<file path="config.mk">
export PLATFORM = sky130hd
export DESIGN_NAME = wb_port_arbiter
export DESIGN_NICKNAME = d
export VERILOG_FILES = /design/src/rtl/wb_port_arbiter.sv
export SDC_FILE = /design/constraint.sdc
export NUM_CORES = 1
export LEC_CHECK = 0
export CAP_MARGIN = 20
export CORE_ASPECT_RATIO = 2
export CORE_MARGIN = 2
export CORE_UTILIZATION = 25
export CTS_BUF_LIST = sky130_fd_sc_hd__clkbuf_4
export DETAILED_ROUTE_END_ITERATION = 10
export DONT_BUFFER_PORTS = 1
export SYNTH_ARGS = -nofsm -noshare
export SYNTH_HDL_FRONTEND = slang
export SYNTH_SLANG_ARGS = --single-unit
</file>
<file path="constraint.sdc">
create_clock -name clk -period 4.25 [get_ports clk]
set_input_delay 0.6375 -clock clk [delete_from_list [all_inputs] [get_ports clk]]
set_output_delay 0.6375 -clock clk [all_outputs]
set_load 0.05 [all_outputs]
</file>
<file path="src/rtl/wb_port_arbiter.sv">
// Register-file write-port arbiter: the Writeback stage has priority, and aux results queue in a FIFO.
// A starvation counter forces a one-cycle W-stage stall so that queued aux results always drain.
//   state  | meaning
//   NORMAL | pipeline wins, and the FIFO head drains into idle slots
//   FORCE  | one-cycle slot for the FIFO head, with the W stage stalled
module wb_port_arbiter #(
  parameter int DEPTH    = 4,
  parameter int MAX_WAIT = 8
) (
  input  logic        clk,
  input  logic        rst,
  input  logic        RegWrite_W,
  input  logic [4:0]  Rd_W,
  input  logic [63:0] Result_W,
  input  logic        Aux_Valid,
  input  logic [4:0]  Aux_Rd,
  input  logic [63:0] Aux_Data,
  output logic        Aux_Ready,
  output logic        Aux_Pending,
  output logic        Stall_WB,
  output logic        RegWrite_RF,
  output logic [4:0]  Rd_RF,
  output logic [63:0] WriteData_RF
);

  localparam int PW = $clog2(DEPTH);
  localparam int CW = $clog2(DEPTH + 1);
  localparam int WW = $clog2(MAX_WAIT + 1);

  typedef enum logic {ST_NORMAL, ST_FORCE} state_t;

  state_t        state_q, state_d;
  logic [CW-1:0] count_q, count_d;
  logic [PW-1:0] rd_ptr_q, rd_ptr_d;
  logic [PW-1:0] wr_ptr_q, wr_ptr_d;
  logic [WW-1:0] wait_cnt_q, wait_cnt_d;
  logic [4:0]    mem_rd_q   [DEPTH];
  logic [4:0]    mem_rd_d   [DEPTH];
  logic [63:0]   mem_data_q [DEPTH];
  logic [63:0]   mem_data_d [DEPTH];

  logic          p_req, non_empty, aux_ready, push, pop;
  logic          stall, we;
  logic [4:0]    wr_rd;
  logic [63:0]   wr_data;

  always_comb begin
    p_req     = RegWrite_W && (Rd_W != 5'd0);
    non_empty = (count_q != '0);
    aux_ready = !rst && (count_q < CW'(DEPTH));
    // Writes to x0 are acknowledged but never stored.
    push      = Aux_Valid && aux_ready && (Aux_Rd != 5'd0);

    pop        = 1'b0;
    stall      = 1'b0;
    we         = 1'b0;
    wr_rd      = 5'd0;
    wr_data    = 64'd0;
    state_d    = state_q;
    wait_cnt_d = wait_cnt_q;

    if (!rst) begin
      case (state_q)
        ST_FORCE: begin
          stall      = 1'b1;
          pop        = non_empty;
          we         = non_empty;
          wr_rd      = mem_rd_q[rd_ptr_q];
          wr_data    = mem_data_q[rd_ptr_q];
          state_d    = ST_NORMAL;
          wait_cnt_d = '0;
        end
        default: begin
          if (p_req) begin
            we      = 1'b1;
            wr_rd   = Rd_W;
            wr_data = Result_W;
            if (non_empty) begin
              if (wait_cnt_q == WW'(MAX_WAIT - 1)) begin
                state_d    = ST_FORCE;
                wait_cnt_d = '0;
              end else begin
                wait_cnt_d = wait_cnt_q + WW'(1);
              end
            end else begin
              wait_cnt_d = '0;
            end
          end else if (non_empty) begin
            pop        = 1'b1;
            we         = 1'b1;
            wr_rd      = mem_rd_q[rd_ptr_q];
            wr_data    = mem_data_q[rd_ptr_q];
            wait_cnt_d = '0;
          end else begin
            wait_cnt_d = '0;
          end
        end
      endcase
    end

    count_d = count_q;
    if (push && !pop)      count_d = count_q + CW'(1);
    else if (pop && !push) count_d = count_q - CW'(1);

    rd_ptr_d = pop  ? rd_ptr_q + PW'(1) : rd_ptr_q;
    wr_ptr_d = push ? wr_ptr_q + PW'(1) : wr_ptr_q;

    mem_rd_d   = mem_rd_q;
    mem_data_d = mem_data_q;
    if (push) begin
      mem_rd_d[wr_ptr_q]   = Aux_Rd;
      mem_data_d[wr_ptr_q] = Aux_Data;
    end
  end

  always_ff @(posedge clk) begin
    if (rst) begin
      state_q    <= ST_NORMAL;
      count_q    <= '0;
      rd_ptr_q   <= '0;
      wr_ptr_q   <= '0;
      wait_cnt_q <= '0;
    end else begin
      state_q    <= state_d;
      count_q    <= count_d;
      rd_ptr_q   <= rd_ptr_d;
      wr_ptr_q   <= wr_ptr_d;
      wait_cnt_q <= wait_cnt_d;
    end
  end

  // Storage needs no reset; occupancy is tracked by count_q alone.
  always_ff @(posedge clk) begin
    mem_rd_q   <= mem_rd_d;
    mem_data_q <= mem_data_d;
  end

  assign Aux_Ready    = aux_ready;
  assign Aux_Pending  = !rst && non_empty;
  assign Stall_WB     = stall;
  assign RegWrite_RF  = we;
  assign Rd_RF        = wr_rd;
  assign WriteData_RF = wr_data;

endmodule

</file>
# --- Word level (Yosys, flattened, before mapping) ---
# Cells that the tools add are included.
totals:
  inputBits: 142
  romBits: 0
  latchBits: 0
  mem_count: 0
  output_inout_bits: 73
  register_bits: 288
  ramBits: 0
op_classes:
  n_bitwise: 4
  eq_ne: 1
  n_addsub: 5
  n_div: 0
  muxes: 32
  order_cmp: 4
  shift: 0
  reduce_logical: 17
  mul: 0
op_table:
  columns: ["op", "count"]
  rows:
  - ["$mux W64", 7]
  - ["$bwmux W256", 1]
  - ["$bmux W64 S2", 1]
  - ["$demux W64 S2", 1]
  - ["$mux W5", 7]
  - ["$bwmux W20", 1]
  - ["$bmux W5 S2", 1]
  - ["$demux W5 S2", 1]
  - ["$mux W1", 10]
  - ["$reduce_bool A5 Y1", 2]
  - ["$logic_and A1 B1 Y1", 8]
  - ["$ge A3 B3 Y1 const B", 2]
  - ["$mux W3", 2]
  - ["$not A2 Y3", 2]
  - ["$reduce_or A5 Y1", 1]
  - ["$add A2 B1 Y2 const B", 2]
  - ["$add A4 B1 Y4 const B", 1]
  - ["$eq A4 B3 Y1 const B", 1]
  - ["$reduce_or A4 Y1", 1]
  - ["$add A3 B1 Y3 const B", 1]
  - ["$logic_not A1 Y1", 3]
  - ["$lt A3 B1 Y1 const B", 1]
  - ["$lt A3 B3 Y1 const B", 1]
  - ["$reduce_bool A3 Y1", 1]
  - ["3 further kinds", 4]

# --- Logic depth before layout (Yosys ltp) ---
depth:
  ltp_word: 8
  mapped_depth: 11

# --- Worst setup path after synthesis ---
# No wires, ideal clock.
synth_path:
  path_kind: "input port to output port"
  start: "input port Rd_W[0]"
  end: "output port WriteData_RF[25]"
  cell_stages: 5
  slack_ns: 0.959
  required_time_ns: 3.612
  arrival_time_ns: 2.653
  cell_sequence: "or3_4 > o31ai_4 > buf_2 > nand2_1 > o21ai_0"
synth_via:
  elab_chain_cells: 5
synth_lines:
  columns: ["item", "line_no", "rtl"]
  rows:
  - ["from (decl)", "13", "input logic [4:0] Rd_W,"]
  - ["$reduce_bool A5 Y1", "48", "p_req = RegWrite_W && (Rd_W != 5'd0);"]
  - ["$logic_and A1 B1 Y1", "48", null]
  - ["$mux W64", "74", "if (p_req) begin"]
  - ["$mux W64", "63", "case (state_q)"]
  - ["$mux W64", "62", "if (!rst) begin"]
  - ["to (decl)", "23", "output logic [63:0] WriteData_RF"]
# No other way between the ends.

# --- Worst setup path in the final report ---
layout_path:
  start: "input port Rd_W[0]"
  end: "output port WriteData_RF[33]"
# Same word-level chain as after synthesis.

==> impl_metrics.toml <==
[status]
status = "completed"

[clock_network]
clk_path_buf_depth = 3
cts_root_buf = "clkbuf_4"
post-cts-setup-buffer-count = 0
clkTransAtPathRegs_ns = 0.07
cts_tree = "done"
cts_num_sinks = 288
cts_made_buffers = 69
htreeDepth = 3
clock_latency_ns = 0.75

[place]
dpl.hpwl_mm = 18.3
gp_congestion = 0.725
place_area_um2 = 13000
dp_slack_ns = 0.416
portBuffers = 0

[logic_synthesis]
dominantRegCellSynth = "edfxtp_1"
synth_cell_type_count = 31
syn_area_per_cell_um2 = 17.7
synthSimpleGateAreaFrac_pct = 7.82
synthArstFlopShare_pct = 0
yosys_warnings = 0
syn-instance-count = 668
yosysMostFrequentCell = "edfxtp_1"
synth_mux_area_share_pct = 13.3
synth_fp_nets = 817
synth_edf_count = 276
synth_xor_area_share_pct = 0.296
syn_area_um2 = 11800
synth-compound-area-share_pct = 3.76
synth.area.top_cells = "edfxtp_1 (70%), mux4_2 (13%), nand3b_1 (4.1%), o21ai_0 (2.5%), nand2_1 (2.1%)"
synthTopCellsByCount = "edfxtp_1 (276), mux4_2 (69), nand2_1 (66)"
synth_top_area_cell = "edfxtp_1"
synth-seq-cells = 288
synth-seq-area-share_pct = 72.1
yosys.area_share.adder_pct = 0.804
synth_top_area_share_pct = 70.1
synth_top_family_by_area = "multiplexers"

[sta]
worstMarginPinSlew_ns = 0.978
fin_crit_ns = 3.72
relSlewSlack_pct = 34.3
finalCritPeriodShare_pct = 87.6
worst_slack_ns = 0.526
tns_ns = 0
finalMaxSlewViolations = 0
grt_setup_unrepaired = "false"
hold_viol = 0
skew_ns = 0.0584
fmax_ghz = 0.268
finalSetupViolCount = 0

[finish]
seq_area_um2 = 8540
fin_area_um2 = 14700
num-nets-final = 982
multi_input_area_um2 = 3090
synthToLayoutAreaGrowth_pct = 24.3
fillers = 4574
drive_gt1_share_pct = 29.2

[setup_path]
crit_fanout = 42
cp.arrival_ns = 3.09
cp-start-kind = "input pin"
crit_type = "in -> out"
worst_setup_path_end_kind = "output pin"
cp_data_required_time_ns = 3.61

[floorplan]
io_pins = 215
die_w_um = 158
initial_core_util_pct = 25.3
num_rows = 112
coreArea_um2 = 46700
die-area_um2 = 49200
die_h_um = 312

[global_routing]
busiest_layer = "met2"
grt_util_all_layers_pct = 12.3
antenna_found_initial = 10
use_met2_pct = 22.7
met3_usage_pct = 3.27
grt_pass1_vias = 7401
grt_max_degree = 77
grt_pass1_wl_mm = 43.9
grt_use_met1_pct = 12.2
grt_overflow = 0

[drt]
drt-initial-drc-count = 292
routedWlPerCell_um = 19.5
vias = 6760
postRouteAntennaNets = 0
drtPass1Iterations = 5
via_per_inst = 4.46
drc = 0
wirelength_mm = 29.6

[flow_run]
drv_cap = 0

[power]
powerDensity_nw_per_um2 = 534
ir_worst_vdd_v = 0.000246
leakage_nw = 4.71

[min_path]
hp-class = "in -> reg"
## what timing repair did
action	CTS	global route
gates resized for setup	0	0
endpoints found under the hold margin	283	0
hold buffers	70	0
## power by group
| part | total, W | internal (W) | switching [W] |
|---|---|---|---|
| clock network | 0.00239 | 0.00128 | 0.00111 |
| logic | 0.00198 | 0.000784 | 0.00120 |
| registers | 0.00348 | 0.00331 | 0.000161 |
| total | 0.00784 | 0.00538 | 0.00247 |
## registers in the layout (all words and copies together), names as in the netlist
register    cells
wr_ptr_q        2
state_q         1
wait_cnt_q      4
mem_rd_q       20
count_q         3
rd_ptr_q        2
mem_data_q    256
## metrics by stage
stage,hold WS [ns],utilization [%],cells,power [W]
4_1_cts,0.271,31.5,1511,0.00801
3_3_place_gp,0.437,28.0,1319,0.00547
3_5_place_dp,0.460,28.0,1319,0.00549
2_1_floorplan,0.427,-,668,0.00488
5_1_grt,0.313,31.5,1516,0.00824
6_report,0.349,31.5,1516,0.00784
## cell families after synthesis
| logic type | Yosys count |
|---|---|
| muxes | 71 |
| xor gates and xnor gates | 4 |
| AOI/OAI and AO/OA | 81 |
| buffers and inverters | 51 |
| and+or+nand+nor | 166 |
| adders and majority gates | 7 |
| DFF | 288 |
## placed cells by master (no fill, tap or decap), types with 2 or more instances in the layout
cell type      instances
clkinvlp_4             2
mux2i_1                2
nand2b_1               2
o21ai_0                5
buf_12                 7
xnor2_1                2
dlygate4sd3_1         70
nor3_1                 3
a21oi_1                5
inv_1                  3
nand3b_1              65
clkinv_1              15
and2_4                 4
bufinv_16              4
nand2_1               66
nor2b_1                3
diode_2                5
dfxtp_1               10
a32oi_1                5
o21ai_1               64
or3_1                  3
clkinv_2               6
buf_4                 65
mux4_2                69
edfxtp_1             276
dfxtp_4                2
nor2_1                14
ha_1                   6
clkbuf_4              93
xor2_1                 2
## routing by layer
metal / part of all wire [%] / vias to the layer above
met2: 56 / 203
met3: 4.9 / 65
met1: 35 / 3438
li1: - / 3044
met4: 3.8 / 10
met5: 0.21 / -
## worst max-delay path, cell delays in order
cell     delay (ns)
or3_4          0.38
o31ai_4        0.79
buf_4          0.57
nand2_1        0.10
o21ai_1        0.30
buf_4          0.27
## area by class of cell
cell class              instances  share of cell area [%]
clock inverters                29                    1.63
well taps                     627                    5.34
clock buffers                  93                    4.75
flip-flops and latches        288                    58.1
inverters                       3                  0.0766
multi-input cells             329                    21.0
diodes                          5                  0.0851
repair buffers                142                    9.04
## path summary, 6_finish.rpt
path / from / to / slack (ns) / cells after the start
worst max-delay path: Rd_W[0] / WriteData_RF[33] / 0.53 / 6
worst max register to register: count_q[2] / count_q[2] / 1.83 / 11
worst min register to register: wait_cnt_q[0] / wait_cnt_q[0] / 0.46 / 1
worst min-delay path: Aux_Rd[3] / wr_ptr_q[1] / 0.35 / 3
No activity file was read; power rests on OpenSTA's default activity.
